### src/rtl/spi_flash_arb_pkg.sv
// Shared types and constants for the SPI configuration flash arbiter.
// Holds the FSM state enum, grant bit indices and default parameter values.
package spi_flash_arb_pkg;

    typedef enum logic [1:0] {
        ST_IDLE      = 2'd0,
        ST_GRANT_DSP = 2'd1,
        ST_GRANT_CPU = 2'd2,
        ST_GUARD     = 2'd3
    } state_t;

    localparam int GNT_DSP = 0;
    localparam int GNT_CPU = 1;

    localparam int DEF_SYNC_STAGES    = 2;
    localparam int DEF_GUARD_CYCLES   = 16;
    localparam int DEF_TIMEOUT_CYCLES = 1048576;

    // Width of a down/up counter that must hold values 0 .. n-1.
    function automatic int cnt_width(input int n);
        return (n > 2) ? $clog2(n) : 1;
    endfunction

endpackage

### src/rtl/sync_bit.sv
// N-stage single-bit synchronizer with a selectable reset value.
// Used on each master chip-select so that no request appears out of reset.
module sync_bit #(
    parameter int   STAGES    = 2,
    parameter logic RESET_VAL = 1'b1
) (
    input  logic clk,
    input  logic rst_n,
    input  logic d,
    output logic q
);

    logic [STAGES-1:0] chain;

    // Shift the asynchronous input through the flop chain.
    always_ff @(posedge clk or negedge rst_n) begin
        if (!rst_n) begin
            chain <= {STAGES{RESET_VAL}};
        end else begin
            chain <= {chain[STAGES-2:0], d};
        end
    end

    assign q = chain[STAGES-1];

endmodule

### src/rtl/spi_flash_arbiter.sv
// Round-robin owner selection for the shared SPI flash between DSP and CPU.
// Optional grant timeout with lockout: define SPI_FLASH_ARB_TIMEOUT_EN.
module spi_flash_arbiter
    import spi_flash_arb_pkg::*;
#(
    parameter int SYNC_STAGES    = DEF_SYNC_STAGES,
    parameter int GUARD_CYCLES   = DEF_GUARD_CYCLES,
    parameter int TIMEOUT_CYCLES = DEF_TIMEOUT_CYCLES
) (
    input  logic       sysclk,
    input  logic       reset_INV,
    input  logic       enable,
    input  logic       dsp_cs_INV,
    input  logic       dsp_clk,
    input  logic       dsp_mosi,
    output logic       dsp_miso,
    input  logic       cpu_cs_INV,
    input  logic       cpu_clk,
    input  logic       cpu_mosi,
    output logic       cpu_miso,
    output logic       flash_cs_INV,
    output logic       flash_clk,
    output logic       flash_mosi,
    input  logic       flash_miso,
    output logic [1:0] grant,
    output logic       busy,
    output logic       timeout
);

    localparam int GW = cnt_width(GUARD_CYCLES);

    state_t          state;
    state_t          state_next;
    logic            last;
    logic [GW-1:0]   guard_cnt;
    logic            dsp_cs_sync;
    logic            cpu_cs_sync;
    logic            req_dsp;
    logic            req_cpu;
    logic            req_dsp_ok;
    logic            req_cpu_ok;
    logic            force_out;

    sync_bit #(
        .STAGES    (SYNC_STAGES),
        .RESET_VAL (1'b1)
    ) u_sync_dsp (
        .clk   (sysclk),
        .rst_n (reset_INV),
        .d     (dsp_cs_INV),
        .q     (dsp_cs_sync)
    );

    sync_bit #(
        .STAGES    (SYNC_STAGES),
        .RESET_VAL (1'b1)
    ) u_sync_cpu (
        .clk   (sysclk),
        .rst_n (reset_INV),
        .d     (cpu_cs_INV),
        .q     (cpu_cs_sync)
    );

    assign req_dsp = ~dsp_cs_sync;
    assign req_cpu = ~cpu_cs_sync;

`ifdef SPI_FLASH_ARB_TIMEOUT_EN
    localparam int TW = cnt_width(TIMEOUT_CYCLES);

    logic [TW-1:0] grant_cnt;
    logic          lock_dsp;
    logic          lock_cpu;
    logic          timeout_q;
    logic          owner_keep;

    assign owner_keep = enable &&
        ((state == ST_GRANT_DSP && req_dsp) ||
         (state == ST_GRANT_CPU && req_cpu));
    assign force_out  = owner_keep &&
        (grant_cnt == TW'(TIMEOUT_CYCLES - 1));

    // Grant length counter; every grant is entered from IDLE, so clearing there starts each grant at 0.
    always_ff @(posedge sysclk or negedge reset_INV) begin
        if (!reset_INV) begin
            grant_cnt <= '0;
        end else if (state == ST_IDLE) begin
            grant_cnt <= '0;
        end else if (state == ST_GRANT_DSP || state == ST_GRANT_CPU) begin
            grant_cnt <= grant_cnt + 1'b1;
        end
    end

    // A revoked master stays locked out until its synchronized CS is seen released.
    always_ff @(posedge sysclk or negedge reset_INV) begin
        if (!reset_INV) begin
            lock_dsp  <= 1'b0;
            lock_cpu  <= 1'b0;
            timeout_q <= 1'b0;
        end else begin
            timeout_q <= force_out;
            if (force_out && state == ST_GRANT_DSP) begin
                lock_dsp <= 1'b1;
            end else if (!req_dsp) begin
                lock_dsp <= 1'b0;
            end
            if (force_out && state == ST_GRANT_CPU) begin
                lock_cpu <= 1'b1;
            end else if (!req_cpu) begin
                lock_cpu <= 1'b0;
            end
        end
    end

    assign req_dsp_ok = req_dsp & ~lock_dsp;
    assign req_cpu_ok = req_cpu & ~lock_cpu;
    assign timeout    = timeout_q;
`else
    logic unused_timeout_cfg;

    // Keeps the timeout length referenced in builds without the timeout logic.
    assign unused_timeout_cfg = |TIMEOUT_CYCLES;
    assign force_out  = 1'b0;
    assign req_dsp_ok = req_dsp;
    assign req_cpu_ok = req_cpu;
    assign timeout    = 1'b0;
`endif

    // State register.
    always_ff @(posedge sysclk or negedge reset_INV) begin
        if (!reset_INV) begin
            state <= ST_IDLE;
        end else begin
            state <= state_next;
        end
    end

    // Guard countdown and round-robin memory of the last owner.
    always_ff @(posedge sysclk or negedge reset_INV) begin
        if (!reset_INV) begin
            guard_cnt <= '0;
            last      <= 1'(GNT_CPU);
        end else begin
            if (state != ST_GUARD && state_next == ST_GUARD) begin
                guard_cnt <= GW'(GUARD_CYCLES - 1);
            end else if (state == ST_GUARD && guard_cnt != '0) begin
                guard_cnt <= guard_cnt - 1'b1;
            end
            if (state == ST_IDLE && state_next == ST_GRANT_DSP) begin
                last <= 1'(GNT_DSP);
            end else if (state == ST_IDLE && state_next == ST_GRANT_CPU) begin
                last <= 1'(GNT_CPU);
            end
        end
    end

    // Next-state: ties go to the master that did not own the flash last.
    always_comb begin
        state_next = state;
        unique case (state)
            ST_IDLE: begin
                if (enable) begin
                    if (req_dsp_ok && req_cpu_ok) begin
                        state_next = (last == 1'(GNT_DSP)) ?
                            ST_GRANT_CPU : ST_GRANT_DSP;
                    end else if (req_dsp_ok) begin
                        state_next = ST_GRANT_DSP;
                    end else if (req_cpu_ok) begin
                        state_next = ST_GRANT_CPU;
                    end
                end
            end
            ST_GRANT_DSP: begin
                if (!req_dsp || !enable || force_out) begin
                    state_next = ST_GUARD;
                end
            end
            ST_GRANT_CPU: begin
                if (!req_cpu || !enable || force_out) begin
                    state_next = ST_GUARD;
                end
            end
            ST_GUARD: begin
                if (guard_cnt == '0) begin
                    state_next = ST_IDLE;
                end
            end
            default: state_next = ST_IDLE;
        endcase
    end

    // Outputs decoded straight from the state flops.
    always_comb begin
        grant          = 2'b00;
        grant[GNT_DSP] = (state == ST_GRANT_DSP);
        grant[GNT_CPU] = (state == ST_GRANT_CPU);
        busy           = (state != ST_IDLE);
    end

    // SPI mux; SCK passes through untouched, idle pins park deselected.
    always_comb begin
        flash_cs_INV = 1'b1;
        flash_clk    = 1'b0;
        flash_mosi   = 1'b0;
        dsp_miso     = 1'b0;
        cpu_miso     = 1'b0;
        unique case (1'b1)
            grant[GNT_DSP]: begin
                flash_cs_INV = dsp_cs_INV;
                flash_clk    = dsp_clk;
                flash_mosi   = dsp_mosi;
                dsp_miso     = flash_miso;
            end
            grant[GNT_CPU]: begin
                flash_cs_INV = cpu_cs_INV;
                flash_clk    = cpu_clk;
                flash_mosi   = cpu_mosi;
                cpu_miso     = flash_miso;
            end
            default: begin
            end
        endcase
    end

endmodule
### config.mk
export PLATFORM = sky130hd
export DESIGN_NAME = spi_flash_arbiter
export DESIGN_NICKNAME = d
export VERILOG_FILES = /design/src/rtl/spi_flash_arb_pkg.sv /design/src/rtl/sync_bit.sv /design/src/rtl/spi_flash_arbiter.sv
export SDC_FILE = /design/constraint.sdc
export NUM_CORES = 1
export LEC_CHECK = 0
export BUFFER_PORTS_ARGS = -buffer_cell sky130_fd_sc_hd__buf_2
export CORE_UTILIZATION = 44
export DETAILED_ROUTE_END_ITERATION = 7
export PLACE_DENSITY_LB_ADDON = 0.3
export SLEW_MARGIN = 20
export SYNTH_ARGS = -nofsm -noshare
export SYNTH_HDL_FRONTEND = slang
export SYNTH_HIERARCHICAL = 1
export SYNTH_SLANG_ARGS = --single-unit
### constraint.sdc
create_clock -name sysclk -period 1.55 [get_ports sysclk]
set_input_delay 0.31 -clock sysclk [delete_from_list [all_inputs] [get_ports sysclk]]
set_output_delay 0.31 -clock sysclk [all_outputs]
set_load 0.005 [all_outputs]
After elaboration in Yosys (flattened, before gate mapping)
Index checks and enable logic that the tools add are counted.
Widths: inputs -> output; s select.

word-level totals
  output and inout port bits = 9
  bits in registers = 11
  input bits = 10
  logic and storage cells = 47

cells by class
  eq/ne operators = 7
  reductions and logical operators = 14
  bitwise gates (word level) = 2
  muxes and demuxes = 18
  $add $sub $neg = 1

operators by type and width
  kind                 count
  $mux 2               8
  $eq 2x2->1 const B   4
  $mux 4               2
  $pmux 2 s4           1
  $pmux 1 s2           3
  $reduce_bool 2->1    3
  $logic_and 1x1->1    5
  $eq 2x1->1 const B   2
  $logic_not 4->1      1
  $mux 1               4
  $reduce_bool 4->1    1
  $sub 4x1->4 const B  1
  $logic_not 2->1      1
  $logic_or 1x1->1     2
  $ne 2x2->1 const B   1
  $not 1->1            2
  $logic_not 1->1      1

Longest topological paths before layout
Gate-level depths: netlist of run 1.

  depth after elaboration = 9
  gate-level depth with buffers = 6
  depth with buffers taken out = 6

Modules after synthesis
Netlist of run 1, hierarchy kept.

by module, submodules not included
  module             cells each  area an instance (um2)  seq. area each (um2)  instances
  spi_flash_arbiter  63          563.0                   176.4                 1
  sync_bit           2           52.6                    52.6                  2

Least setup slack after synthesis of run 1
Ideal clock, no wire load.

  path kind = flip-flop to flip-flop
  from = register state[0]
  to = register guard_cnt[1]
  cell stages (with the launch flop) = 7
  buffers on the path = 0
  library setup time = 138 ps
  period minus slack after synthesis = 1756 ps
  path slack = -206 ps
  data required time = 1412 ps
  arrival time = 1619 ps
  cell sequence = dfrtp_1 inv_1 ha_1 or2_2 a221o_1 o2111ai_2 o211ai_1

on the way
  elaborated cells on any way between the ends = 18
  classes of those cells = eq/ne: 5; mux: 9; reduce/logical: 4

RTL lines
  item                                         RTL line                  RTL
  start: declaration                           spi_flash_arbiter.sv:32   state_t state;
  start signal: assignment                     spi_flash_arbiter.sv:133  state <= state_next;
  $eq 2x2->1 (*)                               n/a
  net grant[1]                                 spi_flash_arbiter.sv:25   output logic [1:0] grant,
  $pmux 2 s4 (*)                               spi_flash_arbiter.sv:159  unique case (state)
  $eq 2x2->1 (*)                               spi_flash_arbiter.sv:143  if (state != ST_GUARD && state_next == ST_GUARD) begin
  $logic_and 1x1->1 (*)                        spi_flash_arbiter.sv:143
  $mux 4 or $reduce_bool 2->1 (tied branches)  n/a
  end signal: assignment                       spi_flash_arbiter.sv:144  guard_cnt <= GW'(GUARD_CYCLES - 1);
  end signal: assignment                       spi_flash_arbiter.sv:146  guard_cnt <= guard_cnt - 1'b1;
  end: declaration                             spi_flash_arbiter.sv:35   logic [GW-1:0] guard_cnt;

The timed path passes the listed nets; every way through them passes the cells marked *.
A chain may end at the register's enable or synchronous reset.

Worst setup path in the final report of run 1
  from = register state[0]
  to = register guard_cnt[1]

on the way
  cells in the longest elaborated chain, start to end = 8
  elaborated cells on any way between the ends = 18
  classes of those cells = eq/ne: 5; mux: 9; reduce/logical: 4

RTL lines
  item                                         RTL line                  RTL
  $mux 2                                       spi_flash_arbiter.sv:167  end else if (req_cpu_ok) begin
  $mux 2                                       spi_flash_arbiter.sv:165  end else if (req_dsp_ok) begin
  $mux 2                                       spi_flash_arbiter.sv:162  if (req_dsp_ok && req_cpu_ok) begin
  $mux 2                                       spi_flash_arbiter.sv:161  if (enable) begin
  $pmux 2 s4                                   spi_flash_arbiter.sv:159
  $eq 2x2->1                                   spi_flash_arbiter.sv:143
  $logic_and 1x1->1                            spi_flash_arbiter.sv:143
  $mux 4 or $reduce_bool 2->1 (tied branches)  n/a

Several ways; a longest one is shown, not always the timed one.

==> results of run 1 <==
final timing paths:
| check | startpoint | endpoint | slack [ns] | depth (start not counted) |
|---|---|---|---|---|
| setup reg to reg | state[0] | guard_cnt[1] | -0.16 | 6 |
| hold reg to reg | u_sync_dsp/chain[0] | u_sync_dsp/chain[1] | 0.36 | 0 |
| setup / recovery | state[0] | guard_cnt[1] | -0.16 | 6 |
| max in group asynchronous | reset_INV | u_sync_cpu/chain[1] | 0.85 | 2 |
| min in group asynchronous | reset_INV | guard_cnt[2] | 0.43 | 2 |
| hold / removal | dsp_cs_INV | u_sync_dsp/chain[0] | 0.15 | 1 |
final cells by class:
cell class / instances / area (um^2)
Clock buffer: 4 / 26.3
Multi-Input combinational cell: 50 / 439
Inverter: 5 / 21.3
Fill cell: 89 / 272
Timing Repair Buffer: 41 / 289
Sequential cell: 11 / 284
Tap cell: 15 / 18.8
cells by family (layout without fill, tap and decap cells):
family	Yosys count	count (layout)	synth area share
flops	11	11	0.421
xor+xnor	2	2	0.0262
other cells	1	1	0.00561
buf+inv	6	50	0.0393
simple gates	24	24	0.206
compound gates	18	18	0.208
fa+ha+maj	5	5	0.0936
metrics by stage:
step	setup slack, ns	hold slack [ns]	instances
6_report	-0.165	0.155	126
2_1_floorplan	-0.121	0.0144	67
5_1_grt	-0.221	0.136	126
3_3_place_gp	-0.135	0.189	114
4_1_cts	-0.135	0.147	125
3_5_place_dp	-0.175	0.187	114
cell usage in the layout (no fill, tap or decap), types with 3 or more instances in the layout:
cell type  netlist  layout
a22oi_2          0       3
buf_2            0      16
buf_4            1      19
buf_6            0       5
clkbuf_4         0       3
dfrtp_1          6       4
dfstp_2          5       5
ha_4             0       4
inv_2            0       3
nand2_1          6       6
nor2b_1          3       3
sequential cells by signal, summed over array words and instances (netlist names):
register          flops
u_sync_dsp/chain      2
u_sync_cpu/chain      2
last                  1
guard_cnt             4
state                 2
power groups by stage:
stage	registers, mW	logic (mW)	clock network, mW
global placement	0.461	1.14	0
CTS	0.473	1.45	0.201
detailed placement	0.465	1.18	0
global route	0.490	1.72	0.212
finish	0.481	1.59	0.193
floorplan	0.464	0.651	0
layer usage:
metal	wire (um)	track usage
met5	0	0
met4	61	0.158
met3	75	0.109
met2	1060	0.469
met1	802	0.274
what timing repair did:
item | in CTS | in global routing
gates resized for setup | 17 | 2
cloned | 0 | 0
pin swaps | 5 | 0
hold buffers | 1 | 0
endpoints found under the hold margin | 6 | 0
setup endpoints to repair | 13 | 13
setup buffers | 6 | 1
==> results.cfg, run 1 <==
[global_routing]
grt_usage = 0.273
antenna_found_initial = 0
grt_max_degree = 12
grt_first_pass_wirelength_um = 2770
grt_overflow = 0
first_global_vias = 617

[cells_and_area]
drive_above_1_share = 0.586
fin_nets = 127
final_util = 0.799
antenna_cells = 0
synthToLayoutAreaGrowth_pct = 61.4
fin_area_mm2 = 0.00108

[critical_path]
max_stage_delay_ns = 0.44
endpoint_kind = flip-flop
cp.required_ns = 1.69
path_cells = buf_4 -> ha_1 -> and2_1 -> a221o_1 -> o2111ai_4 -> o211ai_1
path_buf_inv = 1
crit_type = reg2reg
cp_top_family = compound AO/OA/AOI/OAI gates
cp_max_fo = 4
crit_arrival_ns = 1.85
worstSetupStartpointType = flip-flop
cp_slowest_cell = dfrtp_2

[power]
p_sw_mw = 0.902
power.internal_mw = 1.36
irDropWorstVdd_uv = 1110
powerDensity_mw_per_mm2 = 2100
leakagePower_nw = 0.480
pwr-share-clk = 0.085
combPwrFrac = 0.702
switching_share = 0.399
seqPwrFrac = 0.213
power.total_mw = 2.26

[drt]
drt-total-wl_um = 2000
drc = 0
vias = 694
dr.pass1.iters = 4
drt_iter0_drc = 8
postRouteAntennaNets = 0
wl_per_cell_um = 15.8
routed_via_density = 5.51

[placement]
hpwlAfterDp_um = 1230
place.gp.congestion = 0.752
dpl-instance-area_um2 = 901
place.port_buffers = 17

[floorplanning]
die_h_um = 41.0
coreArea_mm2 = 0.00135
die_w_um = 41.0
rows = 13
start_util = 0.495
die_area_mm2 = 0.00168
io-pin-count = 19

[clock_tree]
tritoncts = yes
path_clk_slew_ns = 0.07
clock_sinks = 11
clkLatencyLatePin_ns = 0.27
cts_buffers = 3
cts_root_buf = clkbuf_4
clock_path_buffers = 2
cts_max_level = 1

[flow_run]
maxCapViolations = 0

[sta]
finClkSkew_ns = 0.00262
fin_crit_sh = 1.11
fin_ws_ns = -0.165
rsz0062_at_grt = true
hold_violations = 0
drv_slew = 0
max_freq_mhz = 583
fin_crit_ns = 1.71
setup_viol = 13
fin_setup_tns_ns = -1.43

[min_path]
hold_class = in2reg

[synth]
synth_fp_nets = 82
ys_ff_latch = 11
synthArstFlopShare = 1.00
syn_area_um2 = 668
synth_flop_cell = dfrtp_1
synth_edf_count = 0
yosys-top-cells-area = dfrtp_1 (22%), dfstp_2 (20%), ha_1 (9.4%)
ys_types = 32
yosys_warnings = 6
synth_seq_area_share = 0.421
synthCells = 67
synth.largest_area_cell = dfrtp_1
postSynthAreaPerCell_um2 = 9.97
synth_common_cells = dfrtp_1 (6), nand2_1 (6)
synth_top_area_frac = 0.225

[outcome]
failed_checks = setup timing
status = complete, but fails checks
Power figures use the tool's default switching activity.
==> run 2: changes to the inputs <==
--- a/config.mk
+++ b/config.mk
@@ -5,8 +5,10 @@
 export SDC_FILE = /design/constraint.sdc
 export NUM_CORES = 1
 export LEC_CHECK = 0
+export ABC_AREA = 1
 export BUFFER_PORTS_ARGS = -buffer_cell sky130_fd_sc_hd__buf_2
-export CORE_UTILIZATION = 44
+export CORE_UTILIZATION = 45
+export CTS_CLUSTER_DIAMETER = 200
 export DETAILED_ROUTE_END_ITERATION = 7
 export PLACE_DENSITY_LB_ADDON = 0.3
 export SLEW_MARGIN = 20
==> run 2 against run 1 <==
The run still ends with setup timing left; via count down 6.1%; sequential power shrank 8.9%; setup slack lost 0.032 ns; non-clock buffer count down 16; cell area fell by 9.7%; global-route usage decreased by 8.2 points; wire length is 27% lower; highest routed layer is now met3.
==> results.cfg, run 2 <==
[critical_path]
cp_max_fo = 4
worst_r2r_endpoint = guard_cnt[0]
crit_type = reg2out
cp_slowest_cell = dfrtp_1
cpMostUsedCell = inv_2
cp.required_ns = 1.24
endpoint_kind = output pin
max_stage_delay_ns = 0.41
crit_arrival_ns = 1.44
path_cells = inv_2 -> ha_4 -> inv_2 -> a221o_1 -> buf_2
reg2reg_depth = 8
r2r_start = state[1]
worstSetupStartpointType = flip-flop
rrSetupSlack_ns = 0.05

[drt]
drc = 0
postRouteAntennaNets = 0
routed_via_density = 5.17
vias = 652
drt-total-wl_um = 1460
wl_per_cell_um = 11.5
drt_iter0_drc = 10
dr.pass1.iters = 4

[global_routing]
antenna_found_initial = 0
grt_usage = 0.191
grt_first_pass_wirelength_um = 2590
grt_overflow = 0
first_global_vias = 692
grt_max_degree = 12

[sta]
rsz0062_at_grt = true
fin_setup_tns_ns = -0.312
drv_slew = 0
fin_crit_sh = 1.13
finClkSkew_ns = 0.00311
hold_violations = 0
max_freq_mhz = 573
fin_ws_ns = -0.196
fin_crit_ns = 1.75
setup_viol = 4

[cells_and_area]
regMostFlops = guard_cnt
largest_reg_flops = 4
nFillCells = 99
fin_nets = 127
layout_common_cells = nand2_1 (17), buf_2 (16), inv_2 (7), inv_1 (6), dfrtp_1 (6)
mostFrequentLayoutCell = nand2_1
antenna_cells = 0
synthToLayoutAreaGrowth_pct = 37.2
drive_above_1_share = 0.550

[synth]
synthCells = 83
postSynthAreaPerCell_um2 = 8.55
synth_top_area_frac = 0.212
synth_common_cells = nand2_1 (19), inv_1 (9), dfrtp_1 (6)
synth_edf_count = 0
ys_ff_latch = 11
yosys_warnings = 6
synthArstFlopShare = 1.00
synth_most_common_cell = nand2_1
synth.largest_area_cell = dfrtp_1
yosys-top-cells-area = dfrtp_1 (21%), dfstp_2 (19%), nand2_1 (10%)
ys_types = 26
syn_area_um2 = 709
synth_flop_cell = dfrtp_1
synth_seq_area_share = 0.397
synth_fp_nets = 98

[clock_tree]
clock_path_buffers = 2
cts_buffers = 3
cts_root_buf = clkbuf_4
path_clk_slew_ns = 0.06
tritoncts = yes
clkLatencyLatePin_ns = 0.26
cts_max_level = 1
clock_sinks = 11

[power]
power.total_mw = 1.97
p_sw_mw = 0.888
combPwrFrac = 0.684
seqPwrFrac = 0.222
leakagePower_nw = 0.474
power.internal_mw = 1.09
powerDensity_mw_per_mm2 = 2030
switching_share = 0.450
irDropWorstVdd_uv = 1440
pwr-share-clk = 0.094

[floorplanning]
die_area_mm2 = 0.00174
start_util = 0.513
die_h_um = 41.7
io-pin-count = 19
rows = 13
die_w_um = 41.7
coreArea_mm2 = 0.00138

[flow_run]
maxCapViolations = 0

[placement]
place_ws_ns = 0.0714
place.gp.congestion = 0.856
hpwlAfterDp_um = 1060
place.port_buffers = 17

[min_path]
hold_end = u_sync_cpu/chain[0]
holdPathStages = 1
hold_class = in2reg
worstHoldStart = cpu_cs_INV

[outcome]
status = complete, but fails checks
failed_checks = setup timing
-- run 2: how the worst max path moves through the flow --
stage               startpoint      endpoint  slack [ns]
floorplan             state[0]  flash_cs_INV        0.20
global placement      state[0]  flash_cs_INV        0.09
detailed placement    state[0]  flash_cs_INV        0.07
CTS                   state[0]  flash_cs_INV       -0.18
global route          state[0]  flash_cs_INV       -0.29
finish                state[0]  flash_cs_INV       -0.20
-- run 2: power groups by stage --
stage / Clock (mW) / Combinational, mW / Sequential, mW
after floorplan: 0 / 0.768 / 0.435
after global placement: 0 / 1.04 / 0.437
after detailed placement: 0 / 1.07 / 0.441
after CTS: 0.194 / 1.28 / 0.432
after global routing: 0.209 / 1.49 / 0.447
final: 0.185 / 1.35 / 0.438
-- run 2: stage by stage --
step | cell area [um^2] | std cells | utilization | hold WS, ns
floorplan | 709 | 83 | - | 0.0144
global placement | 828 | 117 | 0.599 | 0.184
detailed placement | 828 | 117 | 0.599 | 0.186
CTS | 940 | 126 | 0.680 | 0.155
global route | 973 | 126 | 0.704 | 0.141
finish | 973 | 126 | 0.704 | 0.161
-- run 2: metal layers --
layer	wire length, um	vias to the layer above	global-route usage
li1	-	320	-
met1	564	314	0.196
met2	822	18	0.375
met3	68	0	0.0522
met4	0	0	0.0452
met5	0	-	0
-- run 2: cell families (layout without fill, tap and decap cells) --
group / after synthesis / in the layout / share of synthesized area
DFF: 11 / 11 / 0.397
AOI/OAI and AO/OA: 14 / 14 / 0.146
adders and majority gates: 5 / 5 / 0.0882
other: 1 / 1 / 0.00529
and+or+nand+nor: 37 / 37 / 0.272
xor gates and xnor gates: 1 / 1 / 0.0123
buffers and inverters: 14 / 42 / 0.0794
-- run 2: final cells by class --
| class | instances | area (um^2) | area share |
|---|---|---|---|
| Sequential cell | 11 | 282 | 0.289 |
| Tap cell | 15 | 18.8 | 0.0193 |
| Clock buffer | 4 | 26.3 | 0.0270 |
| Timing Repair Buffer | 25 | 161 | 0.166 |
| Multi-Input combinational cell | 58 | 437 | 0.449 |
| Inverter | 13 | 48.8 | 0.0501 |
-- run 2: repair_timing --
| action | CTS | global route |
|---|---|---|
| pin swaps | 3 | 0 |
| buffers inserted | 4 | 0 |
| resized for setup | 9 | 9 |
| setup endpoints to repair | 6 | 8 |
| hold buffers | 1 | 0 |
| endpoints found under the hold margin | 6 | 0 |
-- run 2: worst max-delay path: cells and delay by family (launching register included) --
kind | cells | cell delay (ns)
adders and majority gates | 1 | 0.27
DFF | 1 | 0.41
AOI/OAI and AO/OA | 1 | 0.24
buffers and inverters | 3 | 0.26
